## config.mk

```make
export PLATFORM = sky130hd
export DESIGN_NAME = pwm_deadtime_flat
export DESIGN_NICKNAME = d
export VERILOG_FILES = /design/src/rtl/pwm_deadtime_if.sv /design/src/rtl/pwm_deadtime.sv /design/src/flat_wrapper.sv
export SDC_FILE = /design/constraint.sdc
export NUM_CORES = 1
export LEC_CHECK = 0
export CAP_MARGIN = 20
export CORE_ASPECT_RATIO = 1.25
export CORE_MARGIN = 2
export CORE_UTILIZATION = 25
export CTS_BUF_LIST = sky130_fd_sc_hd__clkbuf_4 sky130_fd_sc_hd__clkbuf_8 sky130_fd_sc_hd__clkbuf_16
export DETAILED_ROUTE_END_ITERATION = 6
export HOLD_SLACK_MARGIN = 0.12
export PLACE_DENSITY_LB_ADDON = 0.15
export REMOVE_ABC_BUFFERS = 1
export SLEW_MARGIN = 20
export SYNTH_ARGS = -nofsm -noshare
export SYNTH_HDL_FRONTEND = slang
export SYNTH_SLANG_ARGS = --single-unit
```

## constraint.sdc

```tcl
create_clock -name PCLK -period 3.72 [get_ports PCLK]
set_input_delay 0.744 -clock PCLK [delete_from_list [all_inputs] [get_ports PCLK]]
set_output_delay 0.744 -clock PCLK [all_outputs]
set_load 0.01 [all_outputs]
```

## src/rtl/pwm_deadtime_if.sv

```systemverilog
// Control and gate-drive bundle between the PWM dead-time stage and its neighbours.
// Latency: n/a (wires only). Backpressure: none, levels only.
// The master drives the controls and PWM levels; the slave (dead-time stage) drives the gates.
interface pwm_deadtime_if #(
    parameter int P_CH          = 4,
    parameter int P_DT_BITWIDTH = 8
);
    logic                     EN;
    logic [P_DT_BITWIDTH-1:0] DEAD_TIME;
    logic                     FAULT;
    logic                     FAULT_CLR;
    logic [P_CH-1:0]          PWM_IN;
    logic [P_CH-1:0]          PWM_H;
    logic [P_CH-1:0]          PWM_L;
    logic                     FAULT_STAT;

    modport master (
        output EN, DEAD_TIME, FAULT, FAULT_CLR, PWM_IN,
        input  PWM_H, PWM_L, FAULT_STAT
    );

    modport slave (
        input  EN, DEAD_TIME, FAULT, FAULT_CLR, PWM_IN,
        output PWM_H, PWM_L, FAULT_STAT
    );
endinterface

```

## src/rtl/pwm_deadtime.sv

```systemverilog
// Complementary gate driver with per-channel dead time and a latched fault kill.
// Latency: departing gate drops 1 edge after the PWM edge, arriving gate rises max(DEAD_TIME,1) edges after.
// Backpressure: none; kill (EN low or fault latched) forces every channel OFF at the next edge.
module pwm_deadtime #(
    parameter int P_CH          = 4,
    parameter int P_DT_BITWIDTH = 8
) (
    input  logic          PCLK,
    input  logic          PRESET,
    pwm_deadtime_if.slave bus
);
    typedef enum logic [2:0] {
        ST_OFF     = 3'd0,
        ST_LOW     = 3'd1,
        ST_DT_RISE = 3'd2,
        ST_HIGH    = 3'd3,
        ST_DT_FALL = 3'd4
    } st_t;

    localparam logic [P_DT_BITWIDTH-1:0] CNT_ONE = P_DT_BITWIDTH'(1);

    st_t                      st_q  [P_CH];
    st_t                      st_d  [P_CH];
    logic [P_DT_BITWIDTH-1:0] cnt_q [P_CH];
    logic [P_DT_BITWIDTH-1:0] cnt_d [P_CH];
    logic                     fault_q;
    logic                     fault_d;
    logic                     kill;

    // FAULT wins over FAULT_CLR so a still-active fault can never be cleared.
    always_comb begin
        fault_d = fault_q;
        if (bus.FAULT) begin
            fault_d = 1'b1;
        end else if (bus.FAULT_CLR) begin
            fault_d = 1'b0;
        end
    end

    assign kill = ~bus.EN | fault_q;

    always_ff @(posedge PCLK or posedge PRESET) begin
        if (PRESET) begin
            fault_q <= 1'b0;
            for (int i = 0; i < P_CH; i++) begin
                st_q[i]  <= ST_OFF;
                cnt_q[i] <= '0;
            end
        end else begin
            fault_q <= fault_d;
            for (int i = 0; i < P_CH; i++) begin
                st_q[i]  <= st_d[i];
                cnt_q[i] <= cnt_d[i];
            end
        end
    end

    always_comb begin
        for (int i = 0; i < P_CH; i++) begin
            st_d[i]  = st_q[i];
            cnt_d[i] = cnt_q[i];
            if (kill) begin
                st_d[i]  = ST_OFF;
                cnt_d[i] = '0;
            end else begin
                case (st_q[i])
                    // Leaving OFF always passes through a DT state so re-enable honours dead time.
                    ST_OFF: begin
                        st_d[i]  = bus.PWM_IN[i] ? ST_DT_RISE : ST_DT_FALL;
                        cnt_d[i] = bus.DEAD_TIME;
                    end
                    ST_LOW: begin
                        if (bus.PWM_IN[i]) begin
                            st_d[i]  = ST_DT_RISE;
                            cnt_d[i] = bus.DEAD_TIME;
                        end
                    end
                    ST_HIGH: begin
                        if (!bus.PWM_IN[i]) begin
                            st_d[i]  = ST_DT_FALL;
                            cnt_d[i] = bus.DEAD_TIME;
                        end
                    end
                    ST_DT_RISE: begin
                        if (!bus.PWM_IN[i]) begin
                            st_d[i] = ST_LOW;
                        end else if (cnt_q[i] <= CNT_ONE) begin
                            st_d[i] = ST_HIGH;
                        end else begin
                            cnt_d[i] = cnt_q[i] - CNT_ONE;
                        end
                    end
                    ST_DT_FALL: begin
                        if (bus.PWM_IN[i]) begin
                            st_d[i] = ST_HIGH;
                        end else if (cnt_q[i] <= CNT_ONE) begin
                            st_d[i] = ST_LOW;
                        end else begin
                            cnt_d[i] = cnt_q[i] - CNT_ONE;
                        end
                    end
                    default: begin
                        st_d[i]  = ST_OFF;
                        cnt_d[i] = '0;
                    end
                endcase
            end
        end
    end

    // Gates decode straight from state flops: no combinational PWM_IN-to-pad path.
    always_comb begin
        bus.PWM_H      = '0;
        bus.PWM_L      = '0;
        bus.FAULT_STAT = fault_q;
        for (int i = 0; i < P_CH; i++) begin
            bus.PWM_H[i] = (st_q[i] == ST_HIGH);
            bus.PWM_L[i] = (st_q[i] == ST_LOW);
        end
    end
endmodule

```

## src/flat_wrapper.sv

```systemverilog
// flat-port wrapper written by rule: the top's interface ports become plain ports
module pwm_deadtime_flat 
#(
    parameter int P_CH          = 4,
    parameter int P_DT_BITWIDTH = 8
)
  (PCLK, PRESET, bus_EN, bus_DEAD_TIME, bus_FAULT, bus_FAULT_CLR, bus_PWM_IN, bus_PWM_H, bus_PWM_L, bus_FAULT_STAT);
  pwm_deadtime_if #(.P_CH(P_CH), .P_DT_BITWIDTH(P_DT_BITWIDTH)) bus_i ();
  input  logic PCLK;
  input  logic PRESET;
  input wire logic [$bits(bus_i.EN)-1:0] bus_EN;
  input wire logic [$bits(bus_i.DEAD_TIME)-1:0] bus_DEAD_TIME;
  input wire logic [$bits(bus_i.FAULT)-1:0] bus_FAULT;
  input wire logic [$bits(bus_i.FAULT_CLR)-1:0] bus_FAULT_CLR;
  input wire logic [$bits(bus_i.PWM_IN)-1:0] bus_PWM_IN;
  output wire logic [$bits(bus_i.PWM_H)-1:0] bus_PWM_H;
  output wire logic [$bits(bus_i.PWM_L)-1:0] bus_PWM_L;
  output wire logic [$bits(bus_i.FAULT_STAT)-1:0] bus_FAULT_STAT;
  assign bus_i.EN = bus_EN;
  assign bus_i.DEAD_TIME = bus_DEAD_TIME;
  assign bus_i.FAULT = bus_FAULT;
  assign bus_i.FAULT_CLR = bus_FAULT_CLR;
  assign bus_i.PWM_IN = bus_PWM_IN;
  assign bus_PWM_H = bus_i.PWM_H;
  assign bus_PWM_L = bus_i.PWM_L;
  assign bus_FAULT_STAT = bus_i.FAULT_STAT;
  pwm_deadtime #(.P_CH(P_CH), .P_DT_BITWIDTH(P_DT_BITWIDTH)) u_core (.PCLK(PCLK), .PRESET(PRESET), .bus(bus_i));
endmodule
```

# [After elaboration in Yosys (flattened, before gate mapping)]
# Index checks and enable logic that the tools add are counted.
# Widths: inputs -> output; s select.
[totals] register_bits=45 elab_cells=138 output_inout_bits=9 inputBits=17
[op_classes] bitwise=2 n_reduce_logical=13 add_sub_neg=4 n_eq_ne=40 n_lt_le_gt_ge=4 n_mux=66
[ops] cell="$mux 8" count=24
[ops] cell="$pmux 8 s5" count=4
[ops] cell="$mux 3" count=32
[ops] cell="$pmux 3 s5" count=4
[ops] cell="$ne 3x2->1 const B" count=16
[ops] cell="$le 8x1->1 const B" count=4
[ops] cell="$ne 4x2->1 const B" count=8
[ops] cell="$reduce_and 4->1" count=8
[ops] cell="$sub 8x1->8 const B" count=4
[ops] cell="$eq 3x2->1 const B" count=8
[ops] cell="$eq 3x1->1 const B" count=4
[ops] cell="$eq 3x3->1 const B" count=4
[ops] cell="$logic_not 3->1" count=4
[ops] cell="$mux 1" count=2
[ops] cell="$reduce_bool 2->1" count=1
[ops] cell="$not 1->1" count=1
[ops] cell="$or 1x1->1" count=1

# [Logic depth before layout (Yosys ltp)]
# Gate-level depths: netlist (run 1).
[depth] depth_word=5 ltp_mapped=8 ltp_nobuf=7

# [Least setup slack after synthesis (run 1)]
# OpenSTA, ideal clock, no wires.
[synth_path] path_kind="input to register" start="input bus_PWM_IN[1]" end="register u_core.cnt_q[16] (netlist bit)" setup_ns=0.078 path_buffers=1 stages=6 t_required_ns=3.642 arrival_ns=1.899 slack_ns=1.742 cell_sequence="buf_6 > nor2b_1 > or4b_1 > a21oi_2 > o21bai_4 > o2bb2ai_1"
[synth_between] elab_chain_cells=2 elab_cells_between_ends=5 cone_classes="eq/ne: 4; reduce/logical: 1"
[synth_rtl] element="start, declared" line_no="flat_wrapper.sv:15" rtl="input wire logic [$bits(bus_i.PWM_IN)-1:0] bus_PWM_IN;"
[synth_rtl] element="$ne 3x2->1 (no source line)"
[synth_rtl] element="$reduce_and 4->1 (no source line) (*)"
[synth_rtl] element="end signal, assigned by index" line_no="pwm_deadtime.sv:53" rtl="cnt_q[i] <= cnt_d[i];"
[synth_rtl] element="end, declared" line_no="pwm_deadtime.sv:24" rtl="logic [P_DT_BITWIDTH-1:0] cnt_q [P_CH];"
# Every way passes the cells marked *; elsewhere a longest branch is shown, timed or not.
# A chain may end at the register's enable or synchronous reset.

# [Worst setup path after layout (run 1)]
[layout_path] start="register u_core.st_q[0] (netlist bit)" end="output bus_PWM_H[3]"
[layout_between] elab_chain_cells=1
[layout_rtl] element="start, declared" line_no="pwm_deadtime.sv:22" rtl="st_t st_q [P_CH];"
[layout_rtl] element="start signal, assigned by index" line_no="pwm_deadtime.sv:52" rtl="st_q[i] <= st_d[i];"
[layout_rtl] element="$eq 3x2->1" line_no="pwm_deadtime.sv:117" rtl="bus.PWM_H[i] = (st_q[i] == ST_HIGH);"
[layout_rtl] element="end, declared" line_no="flat_wrapper.sv:16" rtl="output wire logic [$bits(bus_i.PWM_H)-1:0] bus_PWM_H;"
# No other way between the ends.

==> metrics.md, run 1 <==
| Metric | Value |
|---|---|
| Worst setup slack after layout | 1250 ps |
| EDFF count, synth | 0 |
| Final HPWL from detailed placement | 6.03 mm |
| Cell area after synthesis | 0.00318 sq mm |
| Post-route antenna net violation count | 0 |
| Worst setup EP type | output port |
| Worst Setup EP | bus_PWM_H[3] |
| First-pass GRT wire length | 14.5 mm |
| Clock latency at the later pin of the worst-skew pair | 280 ps |
| Result of the run | completed |
| Origin of the critical flop-to-flop path | u_core.cnt_q[11]$_DFFE_PP0P_ |
| Die boundary height | 130 um |
| Total grt overflow | 0 |
| Post-synthesis area per instance | 8.84 sq um |
| Worst Max-Slew Pin Slew | 831 ps |
| Vias per cell | 5.06 |
| Setup repair after global routing missed its margin | no |
| Syn. warnings | 0 |
| Worst hold path type | reg2reg |
| Number of setup buffers added after CTS | 0 |
| Most instantiated flip-flop cell in the synthesis netlist | sky130_fd_sc_hd__dfrtp_1 |
| Total of max-cap violations | 0 |
| Post-CTS Hold Buffers | 0 |
| Length of the first detailed-routing pass in iterations | 4 |
| Critical path launch point type | register |
| Count of vias placed by the detailed router | 2758 |
| Max transition margin | 0.445 |
| Number of setup violations in the final report | 0 |
| Final Wtd Congestion | 0.797 |
| Core Region | 0.0125 sq mm |
| Total power consumption of the routed design | 1.30 mW |
| Peak supply drop | 0.000173 V |
| # port buffers | 25 |
| Cells after Synth | 360 |
| H-tree Lvls | 2 |
| Post-cts repair resize count | 0 |
| Floorplan die width | 105 um |
| Clock period minus worst slack | 2470 ps |
| Number of buffers created by CTS | 5 |
| Worst-case clock skew | 4.72 ps |
| Count of routing violations after the opening detailed-route iteration | 120 |
| Worst slack on hold paths | 519 ps |
| Class of the most critical setup path | reg2out |
| Maximum root-to-sink buffer count | 2 |
| Diodes inserted | 0 |
| Ratio of cells with drive above 1 in the final layout | 0.0902 |
| Total GRT Usage | 0.131 |
| Worst setup timing slack at the placement stage | 1070 ps |
| Area Growth Syn to Fin | 16.2% |
| DRC violation count after routing | 0 |
| Largest net degree at the start of global routing | 46 |
| Routed WL per cell | 16.0 um |
| Clk sink count | 45 |
| Final-layout setup total negative slack | 0 ps |
| Clock tree from TritonCTS | yes |
| Worst reg2reg path endpoint | u_core.cnt_q[13]$_DFFE_PP0P_ |
| Number of distinct library cells after synthesis | 70 |
| Critical path launch point | u_core.st_q[0]$_DFFE_PP0P_ |
| Die Outline Area | 0.0137 sq mm |
| I/O pin total | 26 |
| Number of global-route vias before repair | 2732 |
| Row cnt | 46 |
| Worst reg2reg setup slack | 1700 ps |
| Crit path max fanout | 9 |
| Final #Nets | 402 |
| Pwr per Cell Area | 351 mW/mm^2 |
| Number of max-slew violations in the final report | 0 |
| Starting Density | 0.254 |
| Highest clock frequency the design can meet | 405 MHz |
| Seq cells post-synth | 45 |
| Total routed wirelength | 8.71 mm |
| Post-Route Utilization | 0.295 |
| Cell at the root of the clock tree | sky130_fd_sc_hd__clkbuf_16 |
| Clock slew seen by the registers of the worst setup and hold paths | 60 ps |
| Ratio of final minimum period to clock period | 0.663 |
| Required time of the worst setup path | 2980 ps |
| Hold Fails Final Rpt | 0 |
| Share of async-settable or async-resettable flops after synthesis | 1.00 |
| Length in cells of the worst reg-to-reg path | 5 |
| Data arrival time at the worst-slack endpoint | 1720 ps |
| Share of synthesized area occupied by flip-flops and latches | 0.354 |
| Leak | 1.53 nW |
| Fillers | 1387 |
| Antenna violations before repair | 0 |
-- state kept, by name (all words and copies together), names as in the netlist --
register / flops
u_core.bus.FAULT_STAT: 1
u_core.cnt_q: 32
u_core.st_q: 12
-- kinds of logic after synthesis --
kind of cell	synth area share
AOI/OAI and AO/OA	0.255
xor gates and xnor gates	0.0303
adders and majority gates	0.0314
buffers and inverters	0.0586
DFF	0.354
muxes	0.0228
and+or+nand+nor	0.248
-- cells in the mapped netlist (6+ instances only) --
cell	instances	area, sq um
sky130_fd_sc_hd__a21oi_1	15	75.1
sky130_fd_sc_hd__a22oi_1	7	52.6
sky130_fd_sc_hd__a32oi_1	6	52.6
sky130_fd_sc_hd__clkbuf_1	6	22.5
sky130_fd_sc_hd__dfrtp_1	45	1130
sky130_fd_sc_hd__ha_1	8	100
sky130_fd_sc_hd__inv_1	21	78.8
sky130_fd_sc_hd__nand2_1	22	82.6
sky130_fd_sc_hd__nand2b_1	6	37.5
sky130_fd_sc_hd__nand3_1	7	35.0
sky130_fd_sc_hd__nor2_1	31	116
sky130_fd_sc_hd__nor2b_1	10	62.6
sky130_fd_sc_hd__nor3_1	19	95.1
sky130_fd_sc_hd__o21ai_0	21	105
sky130_fd_sc_hd__o31ai_1	6	45.0
sky130_fd_sc_hd__xor2_1	6	52.6
-- worst max-delay path: stages, from the launching register on --
cell and delay, ps:
sky130_fd_sc_hd__dfrtp_1 510, sky130_fd_sc_hd__inv_1 150, sky130_fd_sc_hd__nor3b_1 210, sky130_fd_sc_hd__clkdlybuf4s50_1 560
-- through the flow --
step                      cells  area, sq um
final                       545         3700
after global routing        545         3700
after CTS                   545         3700
after detailed placement    538         3550
after global placement      538         3550
after floorplan             343         3080
-- power breakdown --
| part | total, mW | internal, mW | switching (mW) | leakage [nW] |
|---|---|---|---|---|
| registers | 0.545 | 0.512 | 0.0334 | 0.613 |
| logic | 0.289 | 0.124 | 0.165 | 0.844 |
| clock network | 0.463 | 0.272 | 0.191 | 0.0734 |
-- worst min-delay path by stage --
stage | startpoint | to | slack (ps) | cells past startpoint
after CTS | u_core.cnt_q[9]$_DFFE_PP0P_ | u_core.cnt_q[9]$_DFFE_PP0P_ | 520 | 2
final | u_core.cnt_q[9]$_DFFE_PP0P_ | u_core.cnt_q[9]$_DFFE_PP0P_ | 520 | 2
after global placement | u_core.cnt_q[9]$_DFFE_PP0P_ | u_core.cnt_q[9]$_DFFE_PP0P_ | 500 | 2
after global routing | u_core.cnt_q[9]$_DFFE_PP0P_ | u_core.cnt_q[9]$_DFFE_PP0P_ | 540 | 2
after floorplan | u_core.cnt_q[9]$_DFFE_PP0P_ | u_core.cnt_q[9]$_DFFE_PP0P_ | 470 | 2
after detailed placement | u_core.cnt_q[9]$_DFFE_PP0P_ | u_core.cnt_q[9]$_DFFE_PP0P_ | 500 | 2
-- layout make-up --
cell class / instances / area [sq um] / share of cell area
multi-input cells: 277 / 1870 / 0.506
flip-flops and latches: 45 / 1130 / 0.304
repair buffers: 27 / 265 / 0.0717
well taps: 168 / 210 / 0.0568
clock buffers: 7 / 146 / 0.0396
inverters: 21 / 80.1 / 0.0217
-- layer usage --
| metal | track usage | part of all wire | routed length [um] | vias up |
|---|---|---|---|---|
| li1 | - | - | - | 1361 |
| met1 | 0.175 | 0.48 | 4150 | 1321 |
| met2 | 0.222 | 0.47 | 4090 | 66 |
| met3 | 0.0195 | 0.039 | 341 | 10 |
| met4 | 0.0369 | 0.014 | 123 | 0 |
| met5 | 0 | 0 | 0 | - |
-- placed cells by master (no fill, tap or decap), types with 6 or more instances in the layout --
cell type / n
sky130_fd_sc_hd__dfrtp_1: 45
sky130_fd_sc_hd__nor2_1: 31
sky130_fd_sc_hd__clkdlybuf4s50_1: 25
sky130_fd_sc_hd__nand2_1: 22
sky130_fd_sc_hd__o21ai_0: 21
sky130_fd_sc_hd__inv_1: 20
sky130_fd_sc_hd__nor3_1: 19
sky130_fd_sc_hd__a21oi_1: 15
sky130_fd_sc_hd__nor2b_1: 10
sky130_fd_sc_hd__ha_1: 8
sky130_fd_sc_hd__a22oi_1: 7
sky130_fd_sc_hd__nand3_1: 7
sky130_fd_sc_hd__xor2_1: 6
sky130_fd_sc_hd__nand2b_1: 6
sky130_fd_sc_hd__o31ai_1: 6
sky130_fd_sc_hd__a32oi_1: 6
Note: power is estimated with default switching activity, not from simulation.
==> run 2: changes to the inputs <==
==> constraint.sdc (replaced) <==
create_clock -name PCLK -period 2.55 [get_ports PCLK]
set_input_delay 0.51 -clock PCLK [delete_from_list [all_inputs] [get_ports PCLK]]
set_output_delay 0.51 -clock PCLK [all_outputs]
set_load 0.01 [all_outputs]
==> run 2 against run 1 <==
Via count up 2.3%. Sequential share of layout area decreased by 0.40 points. Register-to-register slack worse by 1300 ps. Largest power group unchanged.
==> metrics.md, run 2 (synthesized netlist as in run 1, its figures left out) <==
| Metric | Value |
|---|---|
| Crit path max fanout | 9 |
| Total of max-cap violations | 0 |
| Number of buffers created by CTS | 5 |
| Leak | 1.56 nW |
| Count of placed standard cells in the final layout, fillers left out | 550 |
| # port buffers | 25 |
| Max transition margin | 0.534 |
| Length of the first detailed-routing pass in iterations | 4 |
| Die boundary height | 130 um |
| Fillers | 1372 |
| Total GRT Usage | 0.136 |
| Clk sink count | 45 |
| Class of the most critical setup path | reg2out |
| Data arrival time at the worst-slack endpoint | 1740 ps |
| Clock period minus worst slack | 2250 ps |
| Delay of the slowest critical-path stage | 570 ps |
| Pwr per Cell Area | 508 mW/mm^2 |
| Antenna violations before repair | 0 |
| Ratio of cells with drive above 1 in the final layout | 0.102 |
| Clock latency at the later pin of the worst-skew pair | 290 ps |
| DRC violation count after routing | 0 |
| Worst hold path type | reg2reg |
| Peak supply drop | 0.000236 V |
| Final-layout setup total negative slack | 0 ps |
| H-tree Lvls | 2 |
| Count of routing violations after the opening detailed-route iteration | 185 |
| Routed WL per cell | 16.4 um |
| Worst Max-Slew Pin Slew | 697 ps |
| Total routed wirelength | 9.01 mm |
| CP max-delay cell | sky130_fd_sc_hd__clkdlybuf4s50_1 |
| Row cnt | 46 |
| Final #Nets | 407 |
| Flip-flop count of the largest register after layout | 32 |
| I/O pin total | 26 |
| First-pass GRT wire length | 14.8 mm |
| Number of setup violations in the final report | 0 |
| Floorplan die width | 105 um |
| Critical path launch point type | register |
| Cells traversed along the worst timing path | inv_1 -> nor3b_1 -> clkdlybuf4s50_1 |
| Count of vias placed by the detailed router | 2821 |
| Reg with most FFs | u_core.cnt_q |
| Starting Density | 0.254 |
| Dpl cells | 543 |
| Ratio of final minimum period to clock period | 0.883 |
| Post-CTS Hold Buffers | 0 |
| Clock tree from TritonCTS | yes |
| Maximum root-to-sink buffer count | 2 |
| Vias per cell | 5.13 |
| Result of the run | completed |
| Required time of the worst setup path | 2040 ps |
| Combined flip-flop and latch cell area | 0.00113 sq mm |
| Number of setup buffers added after CTS | 0 |
| Worst setup EP type | output port |
| Total grt overflow | 0 |
| Core Region | 0.0125 sq mm |
| Number of global-route vias before repair | 2823 |
| Area Growth Syn to Fin | 17.7% |
| Number of max-slew violations in the final report | 0 |
| Area of combinational cells with multiple inputs | 0.00187 sq mm |
| Die Outline Area | 0.0137 sq mm |
| Diodes inserted | 0 |
| Hold Fails Final Rpt | 0 |
| Most common cell after layout, fill and taps aside | sky130_fd_sc_hd__dfrtp_1 |
| Leading cell types in the layout, fill and taps excluded | sky130_fd_sc_hd__dfrtp_1 (45), sky130_fd_sc_hd__nor2_1 (31), sky130_fd_sc_hd__clkdlybuf4s50_1 (25) |
| Worst-case clock skew | 7.14 ps |
| Largest net degree at the start of global routing | 31 |
| Highest clock frequency the design can meet | 444 MHz |
| Clock slew seen by the registers of the worst setup and hold paths | 60 ps |
| Post-cts repair resize count | 0 |
| Post-route antenna net violation count | 0 |
| Final HPWL from detailed placement | 6.41 mm |
| Final Wtd Congestion | 0.828 |
| Setup repair after global routing missed its margin | no |
| Cell at the root of the clock tree | sky130_fd_sc_hd__clkbuf_16 |
[run 2: area by class of cell]
cell class	instances	share of cell area
Clock buffer	7	0.0391
Inverter	21	0.0210
Multi-Input combinational cell	277	0.499
Sequential cell	45	0.301
Tap cell	168	0.0561
Timing Repair Buffer	32	0.0841
[run 2: final timing paths]
| check | startpoint | cells past startpoint | to | slack [ps] |
|---|---|---|---|---|
| max in group asynchronous | PRESET | 3 | u_core.st_q[6]$_DFFE_PP0P_ | 1280 |
| hold / removal | u_core.cnt_q[9]$_DFFE_PP0P_ | 2 | u_core.cnt_q[9]$_DFFE_PP0P_ | 530 |
| setup / recovery | u_core.st_q[0]$_DFFE_PP0P_ | 3 | bus_PWM_H[3] | 300 |
| hold reg to reg | u_core.cnt_q[9]$_DFFE_PP0P_ | 2 | u_core.cnt_q[9]$_DFFE_PP0P_ | 530 |
| min in group asynchronous | PRESET | 2 | u_core.cnt_q[31]$_DFFE_PP0P_ | 650 |
| setup reg to reg | u_core.cnt_q[11]$_DFFE_PP0P_ | 5 | u_core.cnt_q[14]$_DFFE_PP0P_ | 450 |
[run 2: per-layer routing]
layer / wire (um) / global-route usage
met5: 0 / 0
met4: 158 / 0.0431
met3: 289 / 0.0205
met2: 4200 / 0.233
met1: 4370 / 0.178
[run 2: through the flow]
stage	util	total power, mW	area, sq um	setup slack (ps)	hold WS [ps]
finish	0.299	1.90	3750	299	528
global route	0.299	2.01	3750	205	550
CTS	0.299	1.93	3750	302	535
detailed placement	0.287	1.24	3600	253	521
global placement	0.287	1.24	3600	276	505
floorplan	-	1.09	3080	552	472
[run 2: critical path: cells and delay by family (launching register included)]
kind | cells | cell delay, ps
buffers and inverters | 2 | 720
AND/OR/NAND/NOR | 1 | 220
flip-flops | 1 | 520
[run 2: report_power, final]
group / switching [mW] / total (mW) / internal, mW
Sequential: 0.0496 / 0.796 / 0.747
Combinational: 0.246 / 0.433 / 0.188
Clock: 0.276 / 0.672 / 0.396
Total: 0.571 / 1.90 / 1.33
